### config.mk
export PLATFORM = sky130hd
export DESIGN_NAME = dbus_bridge_core
export DESIGN_NICKNAME = d
export VERILOG_FILES = /design/src/rtl/dbus_bridge_core.sv
export SDC_FILE = /design/constraint.sdc
export NUM_CORES = 1
export LEC_CHECK = 0
export CAP_MARGIN = 20
export CELL_PAD_IN_SITES_DETAIL_PLACEMENT = 1
export CELL_PAD_IN_SITES_GLOBAL_PLACEMENT = 1
export CORE_AREA = 2 2 124 126
export DETAILED_ROUTE_END_ITERATION = 8
export DIE_AREA = 0 0 126 128
export PLACE_DENSITY_LB_ADDON = 0.1
export SLEW_MARGIN = 20
export SYNTH_ARGS = -nofsm -noshare
export SYNTH_HDL_FRONTEND = slang
export SYNTH_SLANG_ARGS = --single-unit
### constraint.sdc
create_clock -name i_clock -period 2.4 [get_ports i_clock]
set_input_delay 0.36 -clock i_clock [delete_from_list [all_inputs] [get_ports i_clock]]
set_output_delay 0.36 -clock i_clock [all_outputs]
set_load 0.02 [all_outputs]
### src/rtl/dbus_bridge_core.sv
// rtl/dbus_bridge_core.sv - UART/DBUS byte bridge with buffered UP and DOWN channels
// Each channel: status synchroniser, 4-phase source FSM, circular FIFO, sink FSM with watchdog.

module dbus_bridge_sync #(
  parameter int c_SYNC = 1
) (
  input  logic clk,
  input  logic rst_n,
  input  logic d,
  output logic q
);
  logic [c_SYNC-1:0] sr;

  if (c_SYNC == 1) begin : g_one
    always_ff @(posedge clk or negedge rst_n) begin
      if (!rst_n) sr <= '0;
      else        sr <= d;
    end
  end else begin : g_many
    always_ff @(posedge clk or negedge rst_n) begin
      if (!rst_n) sr <= '0;
      else        sr <= {sr[c_SYNC-2:0], d};
    end
  end

  assign q = sr[c_SYNC-1];
endmodule

module dbus_bridge_fifo #(
  parameter int c_WIDTH     = 8,
  parameter int c_DEPTHPOW2 = 2
) (
  input  logic                   clk,
  input  logic                   rst_n,
  input  logic                   push,
  input  logic [c_WIDTH-1:0]     wdata,
  input  logic                   pop,
  output logic [c_WIDTH-1:0]     rdata,
  output logic [c_DEPTHPOW2:0]   count,
  output logic                   full,
  output logic                   empty
);
  localparam int DEPTH = 1 << c_DEPTHPOW2;

  logic [c_WIDTH-1:0]     mem [DEPTH];
  logic [c_DEPTHPOW2-1:0] wr_ptr;
  logic [c_DEPTHPOW2-1:0] rd_ptr;

  always_ff @(posedge clk) begin
    if (push) mem[wr_ptr] <= wdata;
  end

  always_ff @(posedge clk or negedge rst_n) begin
    if (!rst_n) begin
      wr_ptr <= '0;
      rd_ptr <= '0;
      count  <= '0;
    end else begin
      if (push) wr_ptr <= wr_ptr + 1'b1;
      if (pop)  rd_ptr <= rd_ptr + 1'b1;
      case ({push, pop})
        2'b10:   count <= count + 1'b1;
        2'b01:   count <= count - 1'b1;
        default: count <= count;
      endcase
    end
  end

  assign rdata = mem[rd_ptr];
  assign full  = (count == (c_DEPTHPOW2+1)'(DEPTH));
  assign empty = (count == '0);
endmodule

module dbus_bridge_source (
  input  logic clk,
  input  logic rst_n,
  input  logic avail,
  input  logic run,
  input  logic full,
  output logic push,
  output logic read
);
  typedef enum logic {S_IDLE, S_WAIT} src_state_t;
  src_state_t state;

  // A full FIFO leaves the byte parked upstream with read low.
  assign push = (state == S_IDLE) && avail && run && !full;

  always_ff @(posedge clk or negedge rst_n) begin
    if (!rst_n) begin
      state <= S_IDLE;
      read  <= 1'b0;
    end else begin
      case (state)
        S_IDLE: if (push) begin
          read  <= 1'b1;
          state <= S_WAIT;
        end
        S_WAIT: if (!avail) begin
          read  <= 1'b0;
          state <= S_IDLE;
        end
        default: state <= S_IDLE;
      endcase
    end
  end
endmodule

module dbus_bridge_sink #(
  parameter int c_WIDTH   = 8,
  parameter int c_TIMEOUT = 4095
) (
  input  logic               clk,
  input  logic               rst_n,
  input  logic               run,
  input  logic               empty,
  input  logic [c_WIDTH-1:0] rdata,
  input  logic               busy,
  output logic               pop,
  output logic               fire,
  output logic               idle,
  output logic               enable,
  output logic [c_WIDTH-1:0] data
);
  localparam int TW = (c_TIMEOUT > 0) ? $clog2(c_TIMEOUT + 1) : 1;

  typedef enum logic [1:0] {K_IDLE, K_ACK, K_DONE} snk_state_t;
  snk_state_t    state;
  logic [TW-1:0] timer;

  assign idle = (state == K_IDLE);
  assign pop  = idle && run && !empty && !busy;
  assign fire = (c_TIMEOUT != 0) && (state == K_ACK) && !busy && (timer == TW'(c_TIMEOUT));

  always_ff @(posedge clk or negedge rst_n) begin
    if (!rst_n) begin
      state  <= K_IDLE;
      timer  <= '0;
      enable <= 1'b0;
      data   <= '0;
    end else begin
      case (state)
        K_IDLE: if (pop) begin
          data   <= rdata;
          enable <= 1'b1;
          timer  <= '0;
          state  <= K_ACK;
        end
        K_ACK: if (busy || fire) begin
          // An unanswered byte is dropped; the sink moves on.
          enable <= 1'b0;
          state  <= K_DONE;
        end else if (c_TIMEOUT != 0) begin
          timer <= timer + TW'(1);
        end
        K_DONE: if (!busy) state <= K_IDLE;
        default: state <= K_IDLE;
      endcase
    end
  end
endmodule

module dbus_bridge_core #(
  parameter int c_WIDTH     = 8,
  parameter int c_DEPTHPOW2 = 2,
  parameter int c_SYNC      = 1,
  parameter int c_TIMEOUT   = 4095
) (
  input  logic                 i_clock,
  input  logic                 i_reset_n,
  input  logic                 i_loopback,
  input  logic                 i_urx_avail,
  input  logic [c_WIDTH-1:0]   i_urx_data,
  output logic                 o_urx_read,
  output logic [c_WIDTH-1:0]   o_dbus_data,
  output logic                 o_dbus_enable,
  input  logic                 i_dbus_busy,
  input  logic                 i_dbus_avail,
  input  logic [c_WIDTH-1:0]   i_dbus_data,
  output logic                 o_dbus_read,
  output logic [c_WIDTH-1:0]   o_utx_data,
  output logic                 o_utx_enable,
  input  logic                 i_utx_busy,
  output logic [c_DEPTHPOW2:0] o_up_count,
  output logic [c_DEPTHPOW2:0] o_down_count,
  output logic                 o_timeout,
  output logic [7:0]           o_timeouts
);
  logic urx_avail_s, dbus_avail_s, dbus_busy_s, utx_busy_s;
  logic mode_r, switch_mode;
  logic up_push, up_pop, up_full, up_empty, up_fire, up_idle, up_enable;
  logic dn_push, dn_pop, dn_full, dn_empty, dn_fire, dn_idle, dn_enable;
  logic [c_WIDTH-1:0] up_rdata, up_data, dn_rdata, dn_data;
  logic [8:0] timeout_sum;

  dbus_bridge_sync #(.c_SYNC(c_SYNC)) u_sync_urx  (.clk(i_clock), .rst_n(i_reset_n), .d(i_urx_avail),  .q(urx_avail_s));
  dbus_bridge_sync #(.c_SYNC(c_SYNC)) u_sync_davl (.clk(i_clock), .rst_n(i_reset_n), .d(i_dbus_avail), .q(dbus_avail_s));
  dbus_bridge_sync #(.c_SYNC(c_SYNC)) u_sync_dbsy (.clk(i_clock), .rst_n(i_reset_n), .d(i_dbus_busy),  .q(dbus_busy_s));
  dbus_bridge_sync #(.c_SYNC(c_SYNC)) u_sync_ubsy (.clk(i_clock), .rst_n(i_reset_n), .d(i_utx_busy),   .q(utx_busy_s));

  // Mode changes take a cycle of their own with both sinks held, so no pop races the reroute.
  assign switch_mode = up_idle && dn_idle && (i_loopback != mode_r);

  always_ff @(posedge i_clock or negedge i_reset_n) begin
    if (!i_reset_n)       mode_r <= 1'b0;
    else if (switch_mode) mode_r <= i_loopback;
  end

  dbus_bridge_source u_up_src (
    .clk(i_clock), .rst_n(i_reset_n), .avail(urx_avail_s), .run(1'b1),
    .full(up_full), .push(up_push), .read(o_urx_read)
  );

  dbus_bridge_fifo #(.c_WIDTH(c_WIDTH), .c_DEPTHPOW2(c_DEPTHPOW2)) u_up_fifo (
    .clk(i_clock), .rst_n(i_reset_n), .push(up_push), .wdata(i_urx_data), .pop(up_pop),
    .rdata(up_rdata), .count(o_up_count), .full(up_full), .empty(up_empty)
  );

  dbus_bridge_sink #(.c_WIDTH(c_WIDTH), .c_TIMEOUT(c_TIMEOUT)) u_up_snk (
    .clk(i_clock), .rst_n(i_reset_n), .run(!switch_mode), .empty(up_empty), .rdata(up_rdata),
    .busy(mode_r ? utx_busy_s : dbus_busy_s), .pop(up_pop), .fire(up_fire), .idle(up_idle),
    .enable(up_enable), .data(up_data)
  );

  dbus_bridge_source u_dn_src (
    .clk(i_clock), .rst_n(i_reset_n), .avail(dbus_avail_s), .run(!mode_r),
    .full(dn_full), .push(dn_push), .read(o_dbus_read)
  );

  dbus_bridge_fifo #(.c_WIDTH(c_WIDTH), .c_DEPTHPOW2(c_DEPTHPOW2)) u_dn_fifo (
    .clk(i_clock), .rst_n(i_reset_n), .push(dn_push), .wdata(i_dbus_data), .pop(dn_pop),
    .rdata(dn_rdata), .count(o_down_count), .full(dn_full), .empty(dn_empty)
  );

  dbus_bridge_sink #(.c_WIDTH(c_WIDTH), .c_TIMEOUT(c_TIMEOUT)) u_dn_snk (
    .clk(i_clock), .rst_n(i_reset_n), .run(!switch_mode && !mode_r), .empty(dn_empty),
    .rdata(dn_rdata), .busy(utx_busy_s), .pop(dn_pop), .fire(dn_fire), .idle(dn_idle),
    .enable(dn_enable), .data(dn_data)
  );

  assign o_dbus_data   = up_data;
  assign o_dbus_enable = up_enable && !mode_r;
  assign o_utx_data    = mode_r ? up_data : dn_data;
  assign o_utx_enable  = mode_r ? up_enable : dn_enable;

  assign timeout_sum = {1'b0, o_timeouts} + 9'(up_fire) + 9'(dn_fire);

  always_ff @(posedge i_clock or negedge i_reset_n) begin
    if (!i_reset_n) begin
      o_timeout  <= 1'b0;
      o_timeouts <= '0;
    end else begin
      o_timeout  <= up_fire || dn_fire;
      o_timeouts <= (timeout_sum > 9'd255) ? 8'hFF : timeout_sum[7:0];
    end
  end
endmodule
==> results of run 1 <==
path summary, 6_finish.rpt:
path,to,slack (ps),cells after the start
min reg2reg,u_dn_snk.enable,480,1
max,o_timeouts[6],70,9
min,u_sync_davl.q,380,1
min in group asynchronous,u_up_snk.timer[4],460,2
max reg2reg,o_timeouts[6],70,9
max in group asynchronous,u_dn_fifo.rd_ptr[1],1320,3
layout make-up:
cell class	count	share of cell area, %
Inverter	18	0.8423
Tap cell	188	2.932
Multi-Input combinational cell	273	29.00
Sequential cell	142	48.34
Clock buffer	18	5.350
Clock inverter	14	2.558
Timing Repair Buffer	95	10.98
kinds of logic after synthesis:
logic type,share of synthesized area (%)
AND/OR/NAND/NOR,12.58
XOR/XNOR,2.376
buffers and inverters,2.716
multiplexers,10.50
adder cells (fa/ha/maj),3.554
flip-flops,61.82
AO/OA/AOI/OAI,6.450
per-layer routing:
layer	track usage, %	share of wire [%]	vias up
met1	23.78	44	2040
li1	-	-	1872
met5	0	0	-
met3	5.426	3.3	11
met2	31.02	51	61
met4	5.107	1.1	0
cell usage after synthesis, types with 2 or more instances:
cell type  count
buf_2          4
or4_1          5
o22ai_1        3
nor2b_1        6
dfrtp_1       78
nor3_1         5
a31oi_1        2
mux2_2        20
and3_1         8
fa_1           3
nand2_1       40
a21o_1         3
and4_1         2
nor4_1         4
edfxtp_1      64
mux4_2        16
a22o_1         2
or3_1          4
nor3b_1        3
o31ai_1        8
mux2i_1        5
and2_1        12
nand4_2        2
a311oi_1       3
nor2_1        12
ha_1          13
nand4_1        4
xor2_1         8
buf_6          3
buf_4          4
xnor2_1        9
or3b_2         2
o211ai_1       3
clkbuf_1       3
a21oi_1       10
nand3_1       15
inv_1         17
buf_1          2
o21ai_0       10
a41oi_1        2
nand2b_1       9
worst max-delay path, delay by kind of cell, from the launching register on:
kind                       cells  cell delay, ps
AOI/OAI and AO/OA              1              60
adders and majority gates      2             390
and+or+nand+nor                5            1220
buffers and inverters          1             160
DFF                            1             380
flip-flops by register name, summed over array words and instances, names as in the netlist, 2 cells and up:
| signal | count |
|---|---|
| o_timeouts | 8 |
| u_dn_fifo.wr_ptr | 2 |
| u_dn_fifo.mem | 32 |
| u_up_snk.state | 2 |
| u_dn_snk.state | 2 |
| u_dn_fifo.rd_ptr | 2 |
| u_up_fifo.rd_ptr | 2 |
| u_up_snk.data | 8 |
| u_dn_snk.data | 8 |
| u_up_fifo.wr_ptr | 2 |
| u_up_snk.timer | 12 |
| u_up_fifo.mem | 32 |
| u_up_fifo.count | 3 |
| u_dn_fifo.count | 3 |
| u_dn_snk.timer | 12 |
through the flow:
step / worst slack, ps / std cells
after detailed placement: -135.6 / 711
after floorplan: 1.966 / 449
after global placement: -66.30 / 711
after CTS: 2.376 / 744
after global routing: -31.58 / 748
final: 66.02 / 748
repair_timing:
item / in CTS / in global routing
hold buffers: 1 / 0
hold endpoints to repair: 38 / 0
gates resized for setup: 7 / 15
pin swaps: 0 / 6
setup buffers: 0 / 4
setup endpoints to repair: 8 / 10
power breakdown:
group / total [W] / leakage, nW / switching [W] / internal (W)
logic: 0.00306 / 1.35 / 0.00151 / 0.00155
clock network: 0.00285 / 0.309 / 0.00109 / 0.00176
registers: 0.00352 / 1.58 / 0.000446 / 0.00307
total: 0.00943 / 3.24 / 0.00304 / 0.00639
==> results.tsv, run 1 <==
metric	value	unit
relative slew slack	62.21	%
ANT cells	0	
endpoint class of the critical path	flip-flop	
final WL	13820	µm
Fin. Hold Viols	0	
gpl congestion	0.7463	
routed vias/inst	5.326	
worst min path class	in -> reg	
CTS Buffer Depth	2	
Critical Path Max Stage Delay	420	ps
drt pass-1 iters	4	
pin count of the biggest net entering global routing	41	
PD cells	1175	nW/µm²
DRC	0	
leakage power	3.239	nW
core footprint	14860	µm²
initial antenna violation count	0	
Multi-input gate area	2326	µm²
Setup CP Type	reg -> reg	
fill count	1472	
register area	3877	µm²
Tcrit/Tclk final	97.25	%
Required @ worst endpoint	2700	ps
Max Fclk	428.5	MHz
DR iter-0 viols	160	
Design Area, Final	8021	µm²
Worst-Margin Slew	566.9	ps
Fin Setup TNS	0	ps
ys flop type	dfrtp_1	
status	completed	
Final Setup Violations	0	
row cnt	45	
library cells used by synthesis	62	
initial core utilization	42.15	%
# nets final	586	
worst-path maximum fanout	3	
Worst setup SP type	flip-flop	
routed vias	3984	
area delta synth->final	28.02	%
Avg Inst Size Synth	13.96	µm²
routed len/inst	18.48	µm
Top cell by count, worst path	and3_4	
full die area	16130	µm²
post-synth net total	488	
CP startpoint	u_dn_snk.state[1]	
fraction of layout cells with a size suffix above 1	24.29	%
gr ovfl total	0	
Worst-path clk slew	60	ps
worst hold slack	376.4	ps
crit path time final	2334	ps
R2R Path Start	u_dn_snk.state[1]	
total clock sinks	142	
H-tree depth	4	
critical path's slowest cell	or3b_4	
Cell Area, Synth	6266	µm²
Area after DPL	7242	µm²
port bufs	57	
GRT Overall Usage	18.55	%
CP cell instances	or3b_4 -> nor4_4 -> buf_4 -> fa_2 -> ha_4 -> and3_4 -> and3_4 -> nor2b_4 -> a21oi_1	
number of flops mapped to enable cells by yosys	64	
chip height	128	µm
Worst Skew	7.938	ps
Post-Route Utilization	53.96	%
unrepaired setup endpoints after global routing	true	
Worst VDD drop	0.7173	mV
pins over their slew limit	0	
most common cell after layout, fill and taps aside	dfrtp_1	
Ys Warns	0	
largest cells by area after synthesis	dfrtp_1 (31%), edfxtp_1 (31%), mux4_2 (5.8%)	
Synth top area share	31.15	%
clock root cell	clkbuf_16	
Post-Synthesis Cells	449	
cell type with the largest total area after synthesis	dfrtp_1	
beginning of the worst hold path	i_dbus_avail	
Critical Path AT	2630	ps
I/O Pins	58	
first-pass GRT wire length	22860	µm
worst skew pair latency	420	ps
MaxCap Viol Count	0	
most frequent cells in the layout	dfrtp_1 (75), edfxtp_1 (64), clkdlybuf4s50_1 (56)	
Die W	126	µm
CTS tree	built	
DPL Wire Length	9186	µm
register area share after synthesis	61.82	%
ANT nets after route	0	
number of synthesized register bits	142	
Total Power	0.009428	W
Num CTS Buffers	17	
vias in the first global route	4319	
asr flop ratio synth	54.93	%
(Power assumes the default switching activity.)
==> run 2, diff against run 1 <==
--- a/config.mk
+++ b/config.mk
@@ -8,9 +8,9 @@
 export CAP_MARGIN = 20
 export CELL_PAD_IN_SITES_DETAIL_PLACEMENT = 1
 export CELL_PAD_IN_SITES_GLOBAL_PLACEMENT = 1
-export CORE_AREA = 2 2 124 126
+export CORE_AREA = 2 2 132 134
 export DETAILED_ROUTE_END_ITERATION = 8
-export DIE_AREA = 0 0 126 128
+export DIE_AREA = 0 0 134 136
 export PLACE_DENSITY_LB_ADDON = 0.1
 export SLEW_MARGIN = 20
 export SYNTH_ARGS = -nofsm -noshare
==> constraint.sdc (replaced) <==
create_clock -name i_clock -period 2.4 [get_ports i_clock]
set_input_delay 0.36 -clock i_clock [delete_from_list [all_inputs] [get_ports i_clock]]
set_output_delay 0.36 -clock i_clock [all_outputs]
set_load 0.005 [all_outputs]
==> results.tsv, run 2 (same netlist as run 1, synthesis figures left out) <==
metric	value	unit	change
M1 wire length	6149	µm	+0.41%
Fin. Hold Viols	0		unchanged
leakage power	3.224	nW	-0.47%
Setup CP Type	reg -> out		
port bufs	57		unchanged
full die area	18220	µm²	+13%
Post-Route Utilization	47.15	%	-6.8 points
fraction of layout cells with a size suffix above 1	22.99	%	-1.3 points
total clock sinks	142		unchanged
relative slew slack	58.52	%	-3.7 points
Worst Skew	8.656	ps	+0.7185 ps
CTS Buffer Depth	2		unchanged
DPL Wire Length	9253	µm	+0.73%
routed vias	3943		-1.0%
pins over their slew limit	0		unchanged
Critical Path AT	1940	ps	-690 ps
I/O Pins	58		unchanged
Max Fclk	434.3	MHz	+1.4%
Worst-path clk slew	70	ps	about the same
first-pass GRT wire length	22180	µm	-3.0%
Num CTS Buffers	17		unchanged
Worst-Margin Slew	622.2	ps	+55.25 ps
Die W	134	µm	+6.3%
# nets final	587		+0.17%
initial antenna violation count	0		unchanged
H-tree depth	4		unchanged
gpl congestion	0.7275		-2.5%
Cells after DPL	750		+5.5%
GRT Overall Usage	16.08	%	-2.5 points
CTS tree	built		
ANT nets after route	0		unchanged
worst hold slack	374.4	ps	-1.954 ps
Required @ worst endpoint	2040	ps	-660 ps
DRC	0		unchanged
drt pass-1 iters	4		unchanged
routed vias/inst	5.017		-5.8%
unrepaired setup endpoints after global routing	true		
endpoint class of the critical path	output pin		
gr ovfl total	0		unchanged
clock root cell	clkbuf_16		
MaxCap Viol Count	0		unchanged
Worst VDD drop	0.9354	mV	+30%
worst min path class	in -> reg		
chip height	136	µm	+6.3%
worst skew pair latency	420	ps	about the same
highest routed layer	met4		
initial core utilization	37.13	%	-5.0 points
Final Setup Violations	0		unchanged
area delta synth->final	27.00	%	
pin count of the biggest net entering global routing	43		+4.9%
worst-path maximum fanout	8		+5
PD cells	1125	nW/µm²	-4.2%
Worst setup SP type	flip-flop		
Tcrit/Tclk final	95.93	%	-1.3 points
filler-free cell count of the finished design	786		+5.1%
top flop regs	u_dn_fifo.mem x32, u_up_fifo.mem x32		
row cnt	48		+6.7%
final WL	13620	µm	-1.5%
vias in the first global route	4254		-1.5%
met2 routed WL	6848	µm	-3.4%
most common cell after layout, fill and taps aside	dfrtp_1		
routed len/inst	17.32	µm	-6.3%
most frequent cells in the layout	dfrtp_1 (77), edfxtp_1 (64), clkdlybuf4s50_1 (56)		
DR iter-0 viols	177		+11%
status	completed		
crit path time final	2302	ps	-31.54 ps
ANT cells	0		unchanged
core footprint	16880	µm²	+14%
met3 routed WL	448	µm	-2.6%
fill count	1695		+15%
[run 2: final cells by class]
type	instances	area (µm²)	area share [%]
clock buffers	17	425.4	5.346
flip-flops and latches	142	3875	48.70
clock inverters	15	168.9	2.123
repair buffers	96	895.9	11.26
multi-input cells	273	2243	28.19
inverters	18	67.56	0.8491
well taps	225	281.5	3.538
[run 2: per-stage QoR]
stage          cell area, µm²  setup slack, ps  TNS [ps]  power (W)
2_1_floorplan            6266            19.07         0   0.005062
3_3_place_gp             7288           -71.80    -133.2   0.006226
3_5_place_dp             7288           -124.5    -343.6   0.006311
4_1_cts                  7930            13.12         0   0.009096
5_1_grt                  7958           -6.987    -6.987   0.009532
6_report                 7958            97.56         0   0.008956
[run 2: worst paths after layout]
check                               endpoint               from  slack (ps)  cells after the start
max in group asynchronous  u_dn_snk.timer[6]          i_reset_n        1330                      3
min                            u_sync_davl.q       i_dbus_avail         370                      1
min in group asynchronous  u_up_snk.timer[6]          i_reset_n         430                      2
max reg2reg                    o_timeouts[6]  u_up_snk.timer[0]         120                     10
max                            o_utx_data[6]             mode_r         100                      4
min reg2reg                 u_dn_snk.data[6]   u_dn_snk.data[6]         480                      2
[run 2: worst max-delay path, cell delays in order (launching register included)]
cell and delay (ps):
dfrtp_2 410, buf_6 140, buf_6 140, mux2_2 370
clkdlybuf4s50_1 450
[run 2: report_power, final]
part	switching, W	total [W]	internal [W]
Combinational	0.00118	0.00277	0.00159
Clock	0.00117	0.00265	0.00149
Sequential	0.000470	0.00354	0.00307
[run 2: timing repair]
action | CTS | global route
gates resized for setup | 3 | 5
setup buffers | 2 | 1
setup endpoints to repair | 14 | 9
hold buffers | 1 | 0
endpoints found under the hold margin | 36 | 0
pin swaps | 0 | 1
[run 2: per-layer routing]
metal  GRT usage [%]  vias up
li1                -     1867
met1           19.74     1998
met2           27.64       64
met3           4.512       14
met4           4.965        0
met5               0        -
